`src/rtl/vga_console_palette_pkg.sv`:
```
// Shared types and default-palette helper for the VGA console colour LUT.
package vga_console_palette_pkg;

    // Widest packed {R,G,B} word default_color can return.
    localparam int unsigned DEF_W = 32;

    typedef enum logic {
        INIT = 1'b0,
        RUN  = 1'b1
    } state_e;

    // Level of one channel: zero, MSB only (half-scale) or all ones (full-scale).
    function automatic logic [DEF_W-1:0] chan_level(
        input logic        active,
        input logic        half,
        input int unsigned w
    );
        logic [DEF_W-1:0] level;
        level = '0;
        if (active) begin
            if (half) begin
                level = DEF_W'(1) << (w - 1);
            end else begin
                level = (DEF_W'(1) << w) - DEF_W'(1);
            end
        end
        return level;
    endfunction

    // Power-on colour for entry k, right-aligned as {R,G,B}.
    function automatic logic [DEF_W-1:0] default_color(
        input int unsigned k,
        input int unsigned idx_w,
        input int unsigned r_w,
        input int unsigned g_w,
        input int unsigned b_w
    );
        logic [DEF_W-1:0] color;
        logic             half;
        half = (idx_w >= 4) && !k[3];
        if (k == 0) begin
            color = (DEF_W'(1) << (r_w + g_w + b_w)) - DEF_W'(1);
        end else if (k == 1) begin
            color = '0;
        end else begin
            color = (chan_level(k[2], half, r_w) << (g_w + b_w))
                  | (chan_level(k[1], half, g_w) << b_w)
                  |  chan_level(k[0], half, b_w);
        end
        return color;
    endfunction

endpackage

```
`src/rtl/vga_console_palette_ram.sv`:
```
// Simple dual-port palette storage: synchronous write, registered read,
// read returns the old word when both ports hit the same entry.
module vga_console_palette_ram #(
    parameter int unsigned ADDR_W = 4,
    parameter int unsigned DATA_W = 8
) (
    input  logic              clk,
    input  logic              we_i,
    input  logic [ADDR_W-1:0] waddr_i,
    input  logic [DATA_W-1:0] wdata_i,
    input  logic [ADDR_W-1:0] raddr_i,
    output logic [DATA_W-1:0] rdata_o
);

    localparam int unsigned DEPTH = 2 ** ADDR_W;

    logic [DATA_W-1:0] mem_q [DEPTH];
    logic [DATA_W-1:0] rdata_q;

    always_ff @(posedge clk) begin
        if (we_i) begin
            mem_q[waddr_i] <= wdata_i;
        end
        rdata_q <= mem_q[raddr_i];
    end

    assign rdata_o = rdata_q;

endmodule

```
`src/rtl/vga_console_palette_lut.sv`:
```
// Programmable VGA console colour LUT with default-palette init sequencer.
// Optional per-entry blink bit enabled by VGA_CONSOLE_PALETTE_BLINK_EN.
module vga_console_palette_lut
    import vga_console_palette_pkg::*;
#(
    parameter int unsigned IDX_W = 4,
    parameter int unsigned R_W   = 3,
    parameter int unsigned G_W   = 3,
    parameter int unsigned B_W   = 2
) (
    input  logic                       clk,
    input  logic                       rst,
    input  logic                       pix_valid,
    input  logic [IDX_W-1:0]           color_idx,
    output logic                       rgb_valid,
    output logic [R_W+G_W+B_W-1:0]     rgb,
    input  logic                       wr_en,
    input  logic [IDX_W-1:0]           wr_addr,
    input  logic [R_W+G_W+B_W-1:0]     wr_data,
`ifdef VGA_CONSOLE_PALETTE_BLINK_EN
    input  logic                       blink_phase,
    input  logic                       wr_blink,
`endif
    output logic                       wr_ready,
    output logic                       init_busy
);

    localparam int unsigned ENTRIES = 2 ** IDX_W;
    localparam int unsigned RGB_W   = R_W + G_W + B_W;
`ifdef VGA_CONSOLE_PALETTE_BLINK_EN
    localparam int unsigned MEM_W   = RGB_W + 1;
`else
    localparam int unsigned MEM_W   = RGB_W;
`endif

    state_e             state_q, state_d;
    logic [IDX_W-1:0]   init_addr_q, init_addr_d;
    logic               init_busy_q, wr_ready_q;

    logic               ram_we_c;
    logic [IDX_W-1:0]   ram_waddr_c;
    logic [MEM_W-1:0]   ram_wdata_c;
    logic [MEM_W-1:0]   user_word_c;
    logic [MEM_W-1:0]   init_word_c;
    logic [MEM_W-1:0]   rd_data;

    logic               valid_s1_q, rgb_valid_q;
    logic               init_s1_q;
    logic [RGB_W-1:0]   rgb_q, rgb_d;
`ifdef VGA_CONSOLE_PALETTE_BLINK_EN
    logic               blink_s1_q;

    assign user_word_c = {wr_blink, wr_data};
`else
    assign user_word_c = wr_data;
`endif

    // Default entries never set the blink bit; the upper bits are zero.
    assign init_word_c = MEM_W'(default_color(32'(init_addr_q), IDX_W, R_W, G_W, B_W));

    // Next-state logic and write-port mux: sequencer owns the port during INIT.
    always_comb begin
        state_d     = state_q;
        init_addr_d = init_addr_q;
        ram_we_c    = 1'b0;
        ram_waddr_c = wr_addr;
        ram_wdata_c = user_word_c;
        case (state_q)
            INIT: begin
                ram_we_c    = 1'b1;
                ram_waddr_c = init_addr_q;
                ram_wdata_c = init_word_c;
                init_addr_d = init_addr_q + IDX_W'(1);
                if (init_addr_q == IDX_W'(ENTRIES - 1)) begin
                    state_d     = RUN;
                    init_addr_d = '0;
                end
            end
            RUN: begin
                ram_we_c = wr_en;
            end
            default: begin
                state_d = INIT;
            end
        endcase
        if (rst) begin
            ram_we_c = 1'b0;
        end
    end

    always_ff @(posedge clk) begin
        if (rst) begin
            state_q     <= INIT;
            init_addr_q <= '0;
            init_busy_q <= 1'b1;
            wr_ready_q  <= 1'b0;
        end else begin
            state_q     <= state_d;
            init_addr_q <= init_addr_d;
            init_busy_q <= (state_d == INIT);
            wr_ready_q  <= (state_d == RUN);
        end
    end

    vga_console_palette_ram #(
        .ADDR_W (IDX_W),
        .DATA_W (MEM_W)
    ) u_ram (
        .clk     (clk),
        .we_i    (ram_we_c),
        .waddr_i (ram_waddr_c),
        .wdata_i (ram_wdata_c),
        .raddr_i (color_idx),
        .rdata_o (rd_data)
    );

    // Output stage: blank reads that were issued while the palette was loading.
    always_comb begin
        rgb_d = rd_data[RGB_W-1:0];
`ifdef VGA_CONSOLE_PALETTE_BLINK_EN
        if (rd_data[RGB_W] && blink_s1_q) begin
            rgb_d = '0;
        end
`endif
        if (init_s1_q) begin
            rgb_d = '0;
        end
    end

    always_ff @(posedge clk) begin
        if (rst) begin
            valid_s1_q  <= 1'b0;
            rgb_valid_q <= 1'b0;
            init_s1_q   <= 1'b1;
            rgb_q       <= '0;
`ifdef VGA_CONSOLE_PALETTE_BLINK_EN
            blink_s1_q  <= 1'b0;
`endif
        end else begin
            valid_s1_q  <= pix_valid;
            rgb_valid_q <= valid_s1_q;
            init_s1_q   <= (state_q == INIT);
            rgb_q       <= rgb_d;
`ifdef VGA_CONSOLE_PALETTE_BLINK_EN
            blink_s1_q  <= blink_phase;
`endif
        end
    end

    assign rgb_valid = rgb_valid_q;
    assign rgb       = rgb_q;
    assign init_busy = init_busy_q;
    assign wr_ready  = wr_ready_q;

endmodule

```
`config.mk`:
```
export PLATFORM = sky130hd
export DESIGN_NAME = vga_console_palette_lut
export DESIGN_NICKNAME = d
export VERILOG_FILES = /design/src/rtl/vga_console_palette_pkg.sv /design/src/rtl/vga_console_palette_ram.sv /design/src/rtl/vga_console_palette_lut.sv
export SDC_FILE = /design/constraint.sdc
export NUM_CORES = 1
export LEC_CHECK = 0
export CAP_MARGIN = 20
export CELL_PAD_IN_SITES_DETAIL_PLACEMENT = 0
export CELL_PAD_IN_SITES_GLOBAL_PLACEMENT = 1
export CORE_ASPECT_RATIO = 0.75
export CORE_MARGIN = 2
export CORE_UTILIZATION = 50
export CTS_BUF_LIST = sky130_fd_sc_hd__clkbuf_4 sky130_fd_sc_hd__clkbuf_8 sky130_fd_sc_hd__clkbuf_16
export DETAILED_ROUTE_END_ITERATION = 12
export PLACE_DENSITY = 0.82
export SETUP_SLACK_MARGIN = 0.15
export SLEW_MARGIN = 25
export SYNTH_ARGS = -nofsm -noshare
export SYNTH_HDL_FRONTEND = slang
export SYNTH_HIERARCHICAL = 1
export SYNTH_SLANG_ARGS = --single-unit
export TNS_END_PERCENT = 1
```
`constraint.sdc`:
```
create_clock -name clk -period 6.4 [get_ports clk]
set_input_delay 1.92 -clock clk [delete_from_list [all_inputs] [get_ports clk]]
set_output_delay 1.92 -clock clk [all_outputs]
set_load 0.01 [all_outputs]
```
==> summary.txt, run 1 <==
Outcome
  – Status: finished, final reports clean

Global route
  – Total gr overflow: 0
  – Largest net degree at the start of global routing: 33
  – First-pass GRT wire length: 17000 um
  – Initial antenna violation count: 0
  – GR Util All Layers: 19.1%
  – Vias in the first global route: 2877

Synth
  – Post-synth top area cell: edfxtp_1
  – Top cells by count, synth: edfxtp_1, dfxtp_1, nor2_1
  – Share of the synthesized area in the top cell type: 65.1%
  – Top_reg_cell synth: edfxtp_1
  – Synth warnings: 6
  – Post-Syn Area: 0.00590 mm2
  – Most frequent cell after synthesis: edfxtp_1
  – Syn_nets: 336
  – Sequential area share after synthesis: 73.6%
  – Cell variety after synth: 35
  – Post-synth EDFFs: 128
  – Number of synthesized register bits: 153
  – Cells after Synth: 313
  – Synth Area per Inst: 18.9 um2
  – Share of synthesized registers carrying an async set or reset: 0%
  – Synth area leaders: edfxtp_1, dfxtp_1, mux4_2, mux4_1, a22oi_1

Critical path
  – R2R depth: 4
  – Flop2flop setup slack: 3.65 ns
  – WP data arrival: 3.92 ns
  – CP endpoint kind: flop
  – Worst-path maximum fanout: 10
  – CP required: 6.45 ns
  – Kind of critical path: in2reg
  – Startpoint types: input pin
  – R2R Path Start: wr_ready
  – RR Endpoint: u_ram/mem_q[5][1]

STA
  – Slew HR: 42.6%
  – Minimum clock period: 3.87 ns
  – Final hold violations: 0
  – Setup ws final: 2.53 ns
  – Fin Hold WS: 0.425 ns
  – Fin crit share: 60.5%
  – Final setup violation count: 0
  – Worst Skew: 0.00788 ns
  – Unrepaired setup endpoints after global routing: false
  – Maximum clock frequency: 258 MHz
  – Slew Limit Fails: 0
  – Slew at the pin closest to its max-slew limit: 0.858 ns
  – Setup_tns: 0 ns

Clock tree
  – CTS clk-pin slew, worst paths: 0.06 ns
  – Skew-Pair Late Insertion Delay: 0.41 ns
  – CTS tree: done
  – Root Buffer Master: clkbuf_16
  – Longest Clk Path Bufs: 2
  – CTS resizes: 0
  – Cts hold-fix bufs: 0
  – H-tree depth: 4
  – CTS buffer count: 17
  – Clock Sink Count: 153
  – Post-CTS Repair Setup Buffers: 0

Placement
  – Hpwl dp: 7050 um
  – Pre-CTS setup slack: 1.74 ns
  – Gpl congestion: 0.771
  – Count of input and output buffers: 30
  – Placed Cells: 491

Worst hold path
  – HP Class: reg2reg
  – Hold path start: u_ram/rdata_o[1]
  – Hold depth: 1
  – Hold endpoint: rgb[1]

Floorplanning
  – Chip Height: 98.1 um
  – Die Wd: 129 um
  – Core Region: 0.0116 mm2
  – Die Area: 0.0127 mm2
  – Starting Density: 51.0%
  – IO Count: 31
  – Std cell rows: 34

Power and ir drop
  – Max VDD drop: 0.000191 V
  – Power Dens Cells: 333 mW/mm2
  – Leakage Power: 2.32 nW

Final layout
  – ANT cells: 0
  – Layout area overhead: 17.4%
  – Post-layout util: 59.9%
  – Layout Nets: 371
  – Layout Cells excl Fill: 523
  – Share of cells above drive strength 1: 17.2%
  – Multi-input gate area: 0.00144 mm2
  – Register area: 0.00434 mm2
  – Layout fillers: 874

Drt
  – DR DRC count: 0
  – Detailed router's first-iteration violation count: 305
  – Drt pass-1 iters: 4
  – Post-DR wirelength/cell: 21.0 um
  – Final WL: 11000 um
  – Via-per-instance ratio: 5.54
  – Post-DRT Antenna Nets: 0
  – Vias: 2895

Job
  – Max-Cap Viols: 0
## kinds of logic (layout without fill, tap and decap cells)
family                   Yosys count  in the layout  share of synthesized area (%)
flip-flops                       153            153                           73.6
AND/OR/NAND/NOR                   64             64                           5.49
AO/OA/AOI/OAI                     36             36                           4.37
multiplexers                      33             33                           13.3
buffers and inverters             23             71                           2.48
adder cells (fa/ha/maj)            3              3                          0.636
XOR/XNOR                           1              1                          0.148
## stage by stage
step | total power, mW | cell area (um2)
2_1_floorplan | 1.25 | 5900
5_1_grt | 2.40 | 6930
3_5_place_dp | 1.31 | 6290
6_report | 2.31 | 6930
4_1_cts | 2.33 | 6910
3_3_place_gp | 1.31 | 6290
## worst max-delay path, cell delays in order
cell and delay, ns:
clkdlybuf4s50_1 0.57, a21oi_1 0.38, or3b_2 0.53, nor2_1 0.51
## area by class of cell
| cell class | instances | area share (%) |
|---|---|---|
| Timing Repair Buffer | 32 | 4.44 |
| Multi-Input combinational cell | 137 | 20.7 |
| Clock buffer | 17 | 6.14 |
| Tap cell | 162 | 2.92 |
| Sequential cell | 153 | 62.7 |
| Inverter | 7 | 0.379 |
| Clock inverter | 15 | 2.74 |
## report_power, final
| part | internal (mW) | switching, mW |
|---|---|---|
| Clock | 0.621 | 0.398 |
| Sequential | 1.13 | 0.00837 |
| Combinational | 0.0525 | 0.0951 |
| Total | 1.81 | 0.502 |
## worst max path at each step
stage | from | to | cells past startpoint
floorplan | rst | u_ram/mem_q[0][0] | 4
detailed placement | rst | u_ram/mem_q[0][6] | 4
global route | rst | u_ram/mem_q[1][3] | 4
global placement | rst | u_ram/mem_q[0][4] | 4
finish | rst | u_ram/mem_q[3][2] | 4
CTS | rst | u_ram/mem_q[0][3] | 4
## state kept, by name, summed over array words and instances, names as in the netlist
signal and count:
rgb_valid 1, wr_ready 1, u_ram/rdata_o 8, u_ram/mem_q 128, init_busy 1, rgb 8
init_addr_q 4, valid_s1_q 1, init_s1_q 1
## layer usage
layer | vias up | routed length [um] | track usage [%]
met1 | 1456 | 5160 | 29.5
met5 | - | 0 | 0
li1 | 1335 | - | -
met2 | 102 | 5110 | 26.4
met3 | 2 | 703 | 5.10
met4 | 0 | 24 | 6.70
## placed cells by master (no fill, tap or decap), types with 5 or more instances in the layout
master,instances
nor2_1,21
clkdlybuf4s50_1,28
clkbuf_16,17
mux4_2,18
and2_1,9
a221o_1,5
inv_1,6
mux4_1,14
dfxtp_1,25
a21oi_1,6
a22oi_1,16
edfxtp_1,128
nand2_1,14
No activity file was read; power rests on OpenSTA's default activity.
==> run 2, diff against run 1 <==
==> constraint.sdc (replaced) <==
create_clock -name clk -period 3.7 [get_ports clk]
set_input_delay 1.11 -clock clk [delete_from_list [all_inputs] [get_ports clk]]
set_output_delay 1.11 -clock clk [all_outputs]
set_load 0.01 [all_outputs]
==> run 2 against run 1 <==
Sequential share of layout area fell by 0.82 points. Combinational power rose by 76%. Die area did not move. Via count rose by 1.7%. Hold slack barely moved. Design area rose by 1.3%. First-iteration DRC count fell by 13%. Clock skew fell by 0.00051 ns. Non-clock buffer count rose by 18. Utilization rose by 0.79 points. Power rose by 70%. Critical path type is now reg2out. Critical endpoint is now wr_ready. Largest power group unchanged.
==> summary.txt, run 2 (synthesized netlist as in run 1, its figures left out) <==
Placement
  – Hpwl dp: 6890 um (was 7050 um)
  – Count of input and output buffers: 30 (unchanged)
  – Gpl congestion: 0.749 (was 0.771)

Floorplanning
  – Std cell rows: 34 (unchanged)
  – Die Wd: 129 um (unchanged)
  – Die Area: 0.0127 mm2 (unchanged)
  – IO Count: 31 (unchanged)
  – Chip Height: 98.1 um (unchanged)
  – Starting Density: 51.0% (unchanged)
  – Core Region: 0.0116 mm2 (unchanged)

Critical path
  – Kind of critical path: reg2out (was in2reg)
  – Slowest stage delay, CP: 0.88 ns (was 0.57 ns)
  – Worst-path maximum fanout: 27 (was 10)
  – Startpoint types: flop (was input pin)
  – CP endpoint kind: output pin (was flop)
  – Bufs and invs on worst path: 1 (unchanged)
  – CP cell instances: clkdlybuf4s50_1 (was clkdlybuf4s50_1 > a21oi_1 > or3b_2 > nor2_1)
  – Flop2flop setup slack: 1.00 ns (was 3.65 ns)
  – Top delay family on crit path: flip-flops (was simple AND/OR/NAND/NOR gates)
  – CP required: 2.59 ns (was 6.45 ns)
  – CP max stage cell: dfxtp_1 (was clkdlybuf4s50_1)
  – WP data arrival: 1.97 ns (was 3.92 ns)

Clock tree
  – Skew-Pair Late Insertion Delay: 0.41 ns (about the same)
  – CTS buffer count: 17 (unchanged)
  – Cts hold-fix bufs: 0 (unchanged)
  – H-tree depth: 4 (unchanged)
  – CTS clk-pin slew, worst paths: 0.06 ns (about the same)
  – Longest Clk Path Bufs: 2 (unchanged)
  – CTS resizes: 0 (unchanged)
  – CTS tree: done (unchanged)
  – Root Buffer Master: clkbuf_16 (unchanged)
  – Clock Sink Count: 153 (unchanged)
  – Post-CTS Repair Setup Buffers: 0 (unchanged)

Final layout
  – Top reg by flops: u_ram/mem_q (unchanged)
  – ANT cells: 0 (unchanged)
  – Commonest non-fill, non-tap cell in the layout: edfxtp_1 (unchanged)
  – Most frequent cells in the layout: edfxtp_1, clkdlybuf4s50_1, dfxtp_1 (unchanged)
  – Largest register FFs: 128 (unchanged)
  – Layout area overhead: 19.0% (was 17.4%)
  – Share of cells above drive strength 1: 19.0% (was 17.2%)
  – Layout Nets: 389 (was 371)

Drt
  – Via-per-instance ratio: 5.44 (was 5.54)
  – Post-DR wirelength/cell: 20.4 um (was 21.0 um)
  – Drt pass-1 iters: 4 (unchanged)
  – DR DRC count: 0 (unchanged)
  – Vias: 2943 (was 2895)
  – Post-DRT Antenna Nets: 0 (unchanged)
  – Final WL: 11000 um (about the same)
  – Detailed router's first-iteration violation count: 266 (was 305)

STA
  – Fin crit share: 83.2%
  – Final hold violations: 0 (unchanged)
  – Minimum clock period: 3.08 ns
  – Unrepaired setup endpoints after global routing: false (unchanged)
  – Slew Limit Fails: 0 (unchanged)
  – Slew HR: 42.8% (was 42.6%)
  – Final setup violation count: 0 (unchanged)
  – Maximum clock frequency: 325 MHz
  – Slew at the pin closest to its max-slew limit: 0.856 ns (was 0.858 ns)
  – Worst Skew: 0.00737 ns (was 0.00788 ns)
  – Setup_tns: 0 ns (unchanged)

Outcome
  – Status: finished, final reports clean (unchanged)

Global route
  – GR Util All Layers: 19.1% (about the same)
  – Total gr overflow: 0 (unchanged)
  – Vias in the first global route: 2989 (was 2877)
  – Initial antenna violation count: 0 (unchanged)
  – First-pass GRT wire length: 17100 um (was 17000 um)
  – Largest net degree at the start of global routing: 33 (unchanged)

Power and ir drop
  – Clock Power Share: 43.2% (was 44.1%)
  – Sw frac: 20.5% (was 21.7%)
  – NetSw: 0.805 mW (was 0.502 mW)
  – Leakage Power: 2.39 nW (was 2.32 nW)
  – Max VDD drop: 0.000315 V (was 0.000191 V)
  – Total Power: 3.93 mW (was 2.31 mW)
  – Power Dens Cells: 560 mW/mm2 (was 333 mW/mm2)
  – Pint: 3.13 mW (was 1.81 mW)
  – Seq pwr share: 50.2% (was 49.5%)
  – Comb power frac: 6.6% (was 6.4%)

Job
  – Max-Cap Viols: 0 (unchanged)

Worst hold path
  – HP Class: reg2reg (unchanged)
run 2: per-stage QoR:
| step | std cells | worst slack, ns | util (%) | hold slack [ns] | area (um2) |
|---|---|---|---|---|---|
| 6_report | 541 | 0.620 | 60.7 | 0.425 | 7020 |
| 5_1_grt | 541 | 0.518 | 60.7 | 0.442 | 7020 |
| 3_5_place_dp | 509 | 0.398 | 55.6 | 0.415 | 6430 |
| 3_3_place_gp | 509 | 0.450 | 55.6 | 0.410 | 6430 |
| 4_1_cts | 541 | 0.607 | 60.7 | 0.427 | 7020 |
| 2_1_floorplan | 313 | 0.700 | - | 0.406 | 5900 |
run 2: path summary, 6_finish.rpt:
check	cells after the start	from	endpoint
setup / recovery	1	wr_ready	wr_ready
hold / removal	1	u_ram/rdata_o[1]	rgb[1]
setup reg to reg	4	wr_ready	u_ram/mem_q[1][3]
hold reg to reg	1	u_ram/rdata_o[1]	rgb[1]
run 2: area by class of cell:
type	count	area (um2)
fillers	873	4550
flip-flops and latches	153	4340
clock buffers	19	440
inverters	7	26.3
well taps	162	203
multi-input cells	137	1410
clock inverters	13	153
repair buffers	50	445
run 2: routing by layer:
metal	part of all wire [%]	routed length (um)	vias up	GRT usage, %
met5	0	0	-	0
met4	0.69	76	0	5.71
met3	6.4	704	8	5.37
met2	48	5310	90	28.5
met1	45	4920	1484	27.8
li1	-	-	1361	-
run 2: power by group through the flow:
stage               logic [mW]  clock network (mW)  registers, mW
floorplan                0.161                   0           2.00
global placement         0.253                   0           2.01
detailed placement       0.262                   0           2.01
CTS                      0.264                1.73           1.98
global route             0.286                1.79           1.98
finish                   0.260                1.70           1.98
